### config.mk
export PLATFORM = sky130hd
export DESIGN_NAME = serial_addsub
export DESIGN_NICKNAME = d
export VERILOG_FILES = /design/src/rtl/serial_addsub.sv
export SDC_FILE = /design/constraint.sdc
export NUM_CORES = 1
export LEC_CHECK = 0
export ABC_AREA = 1
export BUFFER_PORTS_ARGS = -buffer_cell sky130_fd_sc_hd__buf_2
export CAP_MARGIN = 20
export CORE_MARGIN = 5
export CORE_UTILIZATION = 28
export DETAILED_ROUTE_END_ITERATION = 12
export GPL_TIMING_DRIVEN = 1
export HOLD_SLACK_MARGIN = 0.06
export REMOVE_ABC_BUFFERS = 1
export SLEW_MARGIN = 20
export SYNTH_ARGS = -nofsm -noshare
export SYNTH_HDL_FRONTEND = slang
export SYNTH_SLANG_ARGS = --single-unit
### constraint.sdc
create_clock -name clk -period 1.8 [get_ports clk]
set_clock_uncertainty 0.2 [all_clocks]
set_input_delay 0.27 -clock clk [delete_from_list [all_inputs] [get_ports clk]]
set_output_delay 0.27 -clock clk [all_outputs]
set_load 0.01 [all_outputs]
### src/rtl/serial_addsub.sv
// Bit-serial adder/subtractor: one full-adder cell processes the operands LSB first,
// one bit per clock, through an IDLE -> RUN -> DONE sequencer with registered outputs.
module serial_addsub #(
    parameter int WIDTH = 8
) (
    input  logic             clk,
    input  logic             rst,
    input  logic             start,
    input  logic             sub,
    input  logic [WIDTH-1:0] a,
    input  logic [WIDTH-1:0] b,
    output logic             busy,
    output logic             done,
    output logic [WIDTH-1:0] result,
    output logic             c_out,
    output logic             ovf
);

    localparam int CW = $clog2(WIDTH + 1);
    localparam logic [CW-1:0] LAST_BIT = CW'(WIDTH - 1);

    typedef enum logic [1:0] {
        IDLE = 2'd0,
        RUN  = 2'd1,
        DONE = 2'd2
    } state_t;

    state_t           state_reg;
    logic [WIDTH-1:0] a_sr_reg;
    logic [WIDTH-1:0] b_sr_reg;
    logic             sub_reg;
    logic             carry_reg;
    logic [CW-1:0]    cnt_reg;

    logic b_bit;
    logic sum_bit;
    logic carry_next;

    // Subtraction is a + ~b + 1: invert b per bit and preload the carry with sub.
    always_comb begin
        b_bit      = b_sr_reg[0] ^ sub_reg;
        sum_bit    = a_sr_reg[0] ^ b_bit ^ carry_reg;
        carry_next = (a_sr_reg[0] & b_bit) | (carry_reg & (a_sr_reg[0] ^ b_bit));
    end

    always_ff @(posedge clk) begin
        if (rst) begin
            state_reg <= IDLE;
            a_sr_reg  <= '0;
            b_sr_reg  <= '0;
            sub_reg   <= 1'b0;
            carry_reg <= 1'b0;
            cnt_reg   <= '0;
            busy      <= 1'b0;
            done      <= 1'b0;
            result    <= '0;
            c_out     <= 1'b0;
            ovf       <= 1'b0;
        end else begin
            case (state_reg)
                IDLE: begin
                    done <= 1'b0;
                    if (start) begin
                        a_sr_reg  <= a;
                        b_sr_reg  <= b;
                        sub_reg   <= sub;
                        carry_reg <= sub;
                        cnt_reg   <= '0;
                        busy      <= 1'b1;
                        state_reg <= RUN;
                    end
                end
                RUN: begin
                    a_sr_reg  <= {1'b0, a_sr_reg[WIDTH-1:1]};
                    b_sr_reg  <= {1'b0, b_sr_reg[WIDTH-1:1]};
                    result    <= {sum_bit, result[WIDTH-1:1]};
                    carry_reg <= carry_next;
                    cnt_reg   <= cnt_reg + 1'b1;
                    if (cnt_reg == LAST_BIT) begin
                        // carry_reg here is the carry into the MSB, carry_next the carry out.
                        c_out     <= carry_next;
                        ovf       <= carry_reg ^ carry_next;
                        busy      <= 1'b0;
                        state_reg <= DONE;
                    end
                end
                DONE: begin
                    // done is registered from DONE, so it appears WIDTH+1 edges after start.
                    done      <= 1'b1;
                    state_reg <= IDLE;
                end
                default: state_reg <= IDLE;
            endcase
        end
    end

endmodule

# Yosys cells after proc, flatten, opt, wreduce, memory -nomap -nowiden
# Index checks and enable logic that the tools add are counted.
[op_classes]
add_sub_neg = 1
eq_ne = 5
n_mux = 15
n_bitwise = 7
n_reduce_logical = 8
[ops]
columns = ["cell", "n"]
rows = [
  ["8-bit case mux with 2 select lines", 2],
  ["8-bit two-way mux", 2],
  ["4-bit case mux with 2 select lines", 1],
  ["2-bit AND reduction", 4],
  ["1-bit case mux with 2 select lines", 3],
  ["4-bit by 1-bit adder with 4-bit output, second input constant", 1],
  ["4-bit by 3-bit equality test with 1-bit output, second input constant", 1],
  ["2-bit two-way mux", 2],
  ["4-bit two-way mux", 1],
  ["2-bit != test, second input constant", 2],
  ["2-bit case mux with 2 select lines", 1],
  ["2-bit nonzero test", 2],
  ["1-bit XOR", 4],
  ["1-bit two-way mux", 3],
  ["3-bit AND reduction", 1],
  ["1-bit AND", 2],
  ["2-bit by 1-bit equality test with 1-bit output, second input constant", 1],
  ["2-bit equality test, second input constant", 1],
  ["2-bit zero test", 1],
  ["1-bit OR", 1],
]
[totals]
ff_bits = 36
word_cells = 47

# Depth between registers and ports, before layout
[depth]
depth_word = 5
ltp_mapped = 8
mapped_depth_nobuf = 7

# Worst setup path after synthesis
# No wires, ideal clock.
[synth_timing]
kind = "flip-flop to flip-flop"
from = "reg sub_reg"
to = "reg ovf"
setup_ps = 116
arrival_ps = 1128
required_ps = 1484
setup_slack_ps = 356
stages_incl_launch_ff = 6
path_buffers = 0
synth_period_minus_slack_ps = 1444
path_cell_list = "dfxtp_1 > xnor2_1 > fa_1 > xnor2_1 > o21ai_0 > nor2_1"
[synth_between]
elab_chain_cells = 5
elab_cells_between_ends = 6
classes_between = "bitwise (6)"
[synth_lines]
columns = ["element", "line_no", "rtl"]
rows = [
  ["start: declaration", "31", "logic sub_reg;"],
  ["start signal: assignment", "66", "sub_reg <= sub;"],
  ["1-bit XOR *", "41", "b_bit = b_sr_reg[0] ^ sub_reg;"],
  ["1-bit XOR", "43", "carry_next = (a_sr_reg[0] & b_bit) | (carry_reg & (a_sr_reg[0] ^ b_bit));"],
  ["1-bit AND", "43", ""],
  ["1-bit OR *", "43", ""],
  ["1-bit XOR *", "82", "ovf <= carry_reg ^ carry_next;"],
  ["end signal: assignment", "82", ""],
  ["end: declaration", "16", "output logic ovf"],
]
# Every way passes the cells marked *; elsewhere a longest branch is shown, timed or not.
# A chain may end at the register's enable or synchronous reset.

# Worst setup path in the final report
[layout_timing]
from = "reg carry_reg"
to = "reg ovf"
[layout_between]
elab_chain_cells = 3
[layout_lines]
columns = ["element", "line_no", "rtl"]
rows = [
  ["start: declaration", "32", "logic carry_reg;"],
  ["start signal: assignment", "67", "carry_reg <= sub;"],
  ["start signal: assignment", "77", "carry_reg <= carry_next;"],
  ["1-bit AND", "43", ""],
  ["1-bit OR", "43", ""],
  ["1-bit XOR *", "82", ""],
]
# Marks and branches as above.

==> flow_metrics.tcl <==
set metrics [dict create \
    post-synth-top-count-cell "sky130_fd_sc_hd__nand2_1" \
    post_synth_fa_ha_maj_area_fraction_pct 2.11 \
    timing.setup.critical_path_class "flip-flop to flip-flop" \
    finalWirelength_um 3330 \
    synth.distinct_cells 25 \
    power-per-cell-area_mw_per_mm2 959 \
    finalNetCount 271 \
    boundaryPins 32 \
    post_synth_most_frequent_cells "61 x sky130_fd_sc_hd__nand2_1, 44 x sky130_fd_sc_hd__nor2_1, 36 x sky130_fd_sc_hd__dfxtp_1" \
    internal_power_mw 1.36 \
    drive_above_1_share_pct 20.8 \
    swShare_pct 25.0 \
    synthesis.area_per_instance_um2 7.18 \
    max_slew_margin_pct 78.1 \
    fmaxAchievable_ghz 0.657 \
    worst_ir_drop_vdd_uv 358 \
    routed-via-count 1360 \
    syn2layout_area_growth_pct 22.3 \
    grt_max_degree 29 \
    io_buffers 31 \
    synth_compound_gate_area_share_pct 12.7 \
    post-cts-setup-buffer-count 0 \
    clock-root-buffer "sky130_fd_sc_hd__clkbuf_8" \
    ys_ff_latch 36 \
    synth_largest_type_area_fraction_pct 46.7 \
    place.detailed.hpwl_um 2320 \
    path_clk_slew_ns 0.08 \
    setup_repair_after_global_routing_missed_its_margin "false" \
    p_clk_share_pct 38.4 \
    via_per_inst 4.22 \
    post_synth_instance_area_mm2 0.00154 \
    dieWidth_um 84.2 \
    globalplace.congestion 0.710 \
    power.net_switching_mw 0.453 \
    cts_tree "built" \
    outcome "completed" \
    initial_utilization_pct 28.4 \
    power_frac_seq_pct 48.6 \
    synth_largest_area_cell "sky130_fd_sc_hd__dfxtp_1" \
    synth_edf_count 0 \
    max_cap_viol_count 0 \
    arrival_ns 1.50 \
    drt-initial-drc-count 93 \
    reg_to_reg_endpoint "ovf$_SDFFE_PP0P_" \
    first_pass_iters 4 \
    finish.cell_count_without_fillers 322 \
    grt_pass1_wl_um 5800 \
    timing_max_transition_violations_final 0 \
    muxShareOfSynthArea_pct 0 \
    globalRouteOverflowTotal 0 \
    number_of_global_route_vias_before_repair 1280 \
    worstHoldEndpoint "b_sr_reg[3]$_SDFFE_PP0P_" \
    ys_async_sr_fraction_pct 0 \
    post-route-period-util_pct 84.5 \
    hold_depth 5 \
    cts_resized 0 \
    drcViolationCount 0 \
    dominantRegCellSynth "sky130_fd_sc_hd__dfxtp_1" \
    worstPathMaxFanout 3 \
    track_usage_pct 10.1 \
    placedCellCount 312 \
    holdCritStartpoint "b[3]" \
    worst-r2r-setup-slack_ns 0.28 \
    core_mm2 0.00544 \
    transition_time_of_the_tightest_slew_check_pin_ns 0.329 \
    clk-insertion-delay-late_ns 0.28 \
    timing.critical_path.required_ns 1.78 \
    clock_tree.buffer_depth 2 \
    rows 27 \
    clock-sinks 36 \
    r2r-start "carry_reg$_SDFFE_PP0P_" \
    kind_of_start_point_of_the_critical_path "flip-flop" \
    rr_worst_depth 5 \
    antenna_cells 0 \
    depth_of_the_cts_h_tree 2 \
    synth-seq-area-share_pct 46.7 \
    die-area_mm2 0.00709 \
    synth_xor_xnor_area_share_pct 1.14 \
    combPwrFrac_pct 12.9 \
    finalCriticalPeriod_ns 1.52 \
    cts-buffers-inserted 5 \
    drtAntennaViolNets 0 \
    p_leak_nw 0.888 \
    dieHeight_um 84.2 \
    finalSetupViolations 0 \
    postSynthCellCount 215 \
    post_synth_main_area_contributors "sky130_fd_sc_hd__dfxtp_1 47%, sky130_fd_sc_hd__nand2_1 15%, sky130_fd_sc_hd__nor2_1 11%" \
    synth_top_family_by_area "simple AND/OR/NAND/NOR gates" \
    antenna_found_initial 0 \
    finalHoldViolations 0 \
    synthSimpleGateAreaFrac_pct 30.3 \
    fin_setup_tns_ns 0 \
    avgRoutedWirePerCell_um 10.3 \
    critPathCaptureType "flip-flop" \
    synth-warning-count 0 \
    class_of_the_worst_hold_path "input port to flip-flop" \
]
==> power by group through the flow <==
stage | Clock (mW) | Sequential, mW | Combinational [mW]
after floorplan | 0 | 0.902 | 0.138
after global placement | 0 | 0.897 | 0.235
after detailed placement | 0 | 0.898 | 0.235
after CTS | 0.721 | 0.880 | 0.240
after global routing | 0.760 | 0.888 | 0.271
final | 0.696 | 0.880 | 0.234
==> per-layer routing <==
metal  vias up  share of wire, %  track usage, %
met5         -                 0               0
met4         0               1.9            5.26
met3         5               6.4            3.93
met2        25                44            15.6
met1       586                48            12.3
li1        744                 -               -
==> through the flow <==
step | util (%) | power [mW] | setup slack, ns | hold slack, ns | instance area (um^2)
2_1_floorplan | - | 1.04 | 0.249 | 0.139 | 1470
3_3_place_gp | 32.3 | 1.13 | 0.332 | 0.250 | 1760
3_5_place_dp | 32.3 | 1.13 | 0.293 | 0.254 | 1760
4_1_cts | 34.7 | 1.84 | 0.290 | 0.0935 | 1890
5_1_grt | 34.7 | 1.92 | 0.227 | 0.103 | 1890
6_report | 34.7 | 1.81 | 0.279 | 0.103 | 1890
==> worst max path at each step <==
stage	from	to	slack, ns	cells after the start
final	carry_reg$_SDFFE_PP0P_	ovf$_SDFFE_PP0P_	0.28	5
after global routing	state_reg[0]$_SDFFE_PP0P_	a_sr_reg[2]$_SDFFE_PP0P_	0.23	7
after CTS	carry_reg$_SDFFE_PP0P_	ovf$_SDFFE_PP0P_	0.29	5
after detailed placement	carry_reg$_SDFFE_PP0P_	ovf$_SDFFE_PP0P_	0.29	5
after global placement	sub_reg$_SDFFE_PP0P_	ovf$_SDFFE_PP0P_	0.33	5
after floorplan	state_reg[0]$_SDFFE_PP0P_	a_sr_reg[0]$_SDFFE_PP0P_	0.25	4
==> cell usage in the layout, fill, tap and decap left out, types with 2 or more instances in the layout <==
cell                            Yosys  layout
sky130_fd_sc_hd__buf_2              5      31
sky130_fd_sc_hd__a21oi_1           11      11
sky130_fd_sc_hd__xnor2_1            2       2
sky130_fd_sc_hd__clkinv_2           1       2
sky130_fd_sc_hd__buf_4              4       5
sky130_fd_sc_hd__dfxtp_1           36      36
sky130_fd_sc_hd__o21ai_0           24      24
sky130_fd_sc_hd__inv_2              2       2
sky130_fd_sc_hd__nand2_1           61      61
sky130_fd_sc_hd__clkbuf_8           0       5
sky130_fd_sc_hd__inv_1              7       7
sky130_fd_sc_hd__nor2_1            44      44
sky130_fd_sc_hd__dlygate4sd3_1      0       2
sky130_fd_sc_hd__nand3_1            5       5
==> worst max-delay path, stage by stage, from the launching register on <==
cell and delay, ns:
sky130_fd_sc_hd__dfxtp_1 0.37, sky130_fd_sc_hd__inv_1 0.08, sky130_fd_sc_hd__fa_1 0.43, sky130_fd_sc_hd__xnor2_1 0.14, sky130_fd_sc_hd__o21ai_0 0.15, sky130_fd_sc_hd__nor2_1 0.06
==> timing repair <==
action | CTS | global route
hold buffers | 2 | 0
setup endpoints to repair | 0 | 0
hold endpoints to repair | 2 | 0
==> cell families after synthesis <==
logic type / after synthesis
AND/OR/NAND/NOR: 116
AO/OA/AOI/OAI: 38
flip-flops: 36
buffers and inverters: 21
XOR/XNOR: 2
adder cells (fa/ha/maj): 2
==> area by class of cell <==
cell class	count	area [um^2]
Tap cell	72	90.1
Fill cell	587	3550
Clock inverter	3	42.5
Multi-Input combinational cell	158	713
Timing Repair Buffer	38	213
Clock buffer	5	68.8
Inverter	10	38.8
Sequential cell	36	721
Power figures use the tool's default switching activity.
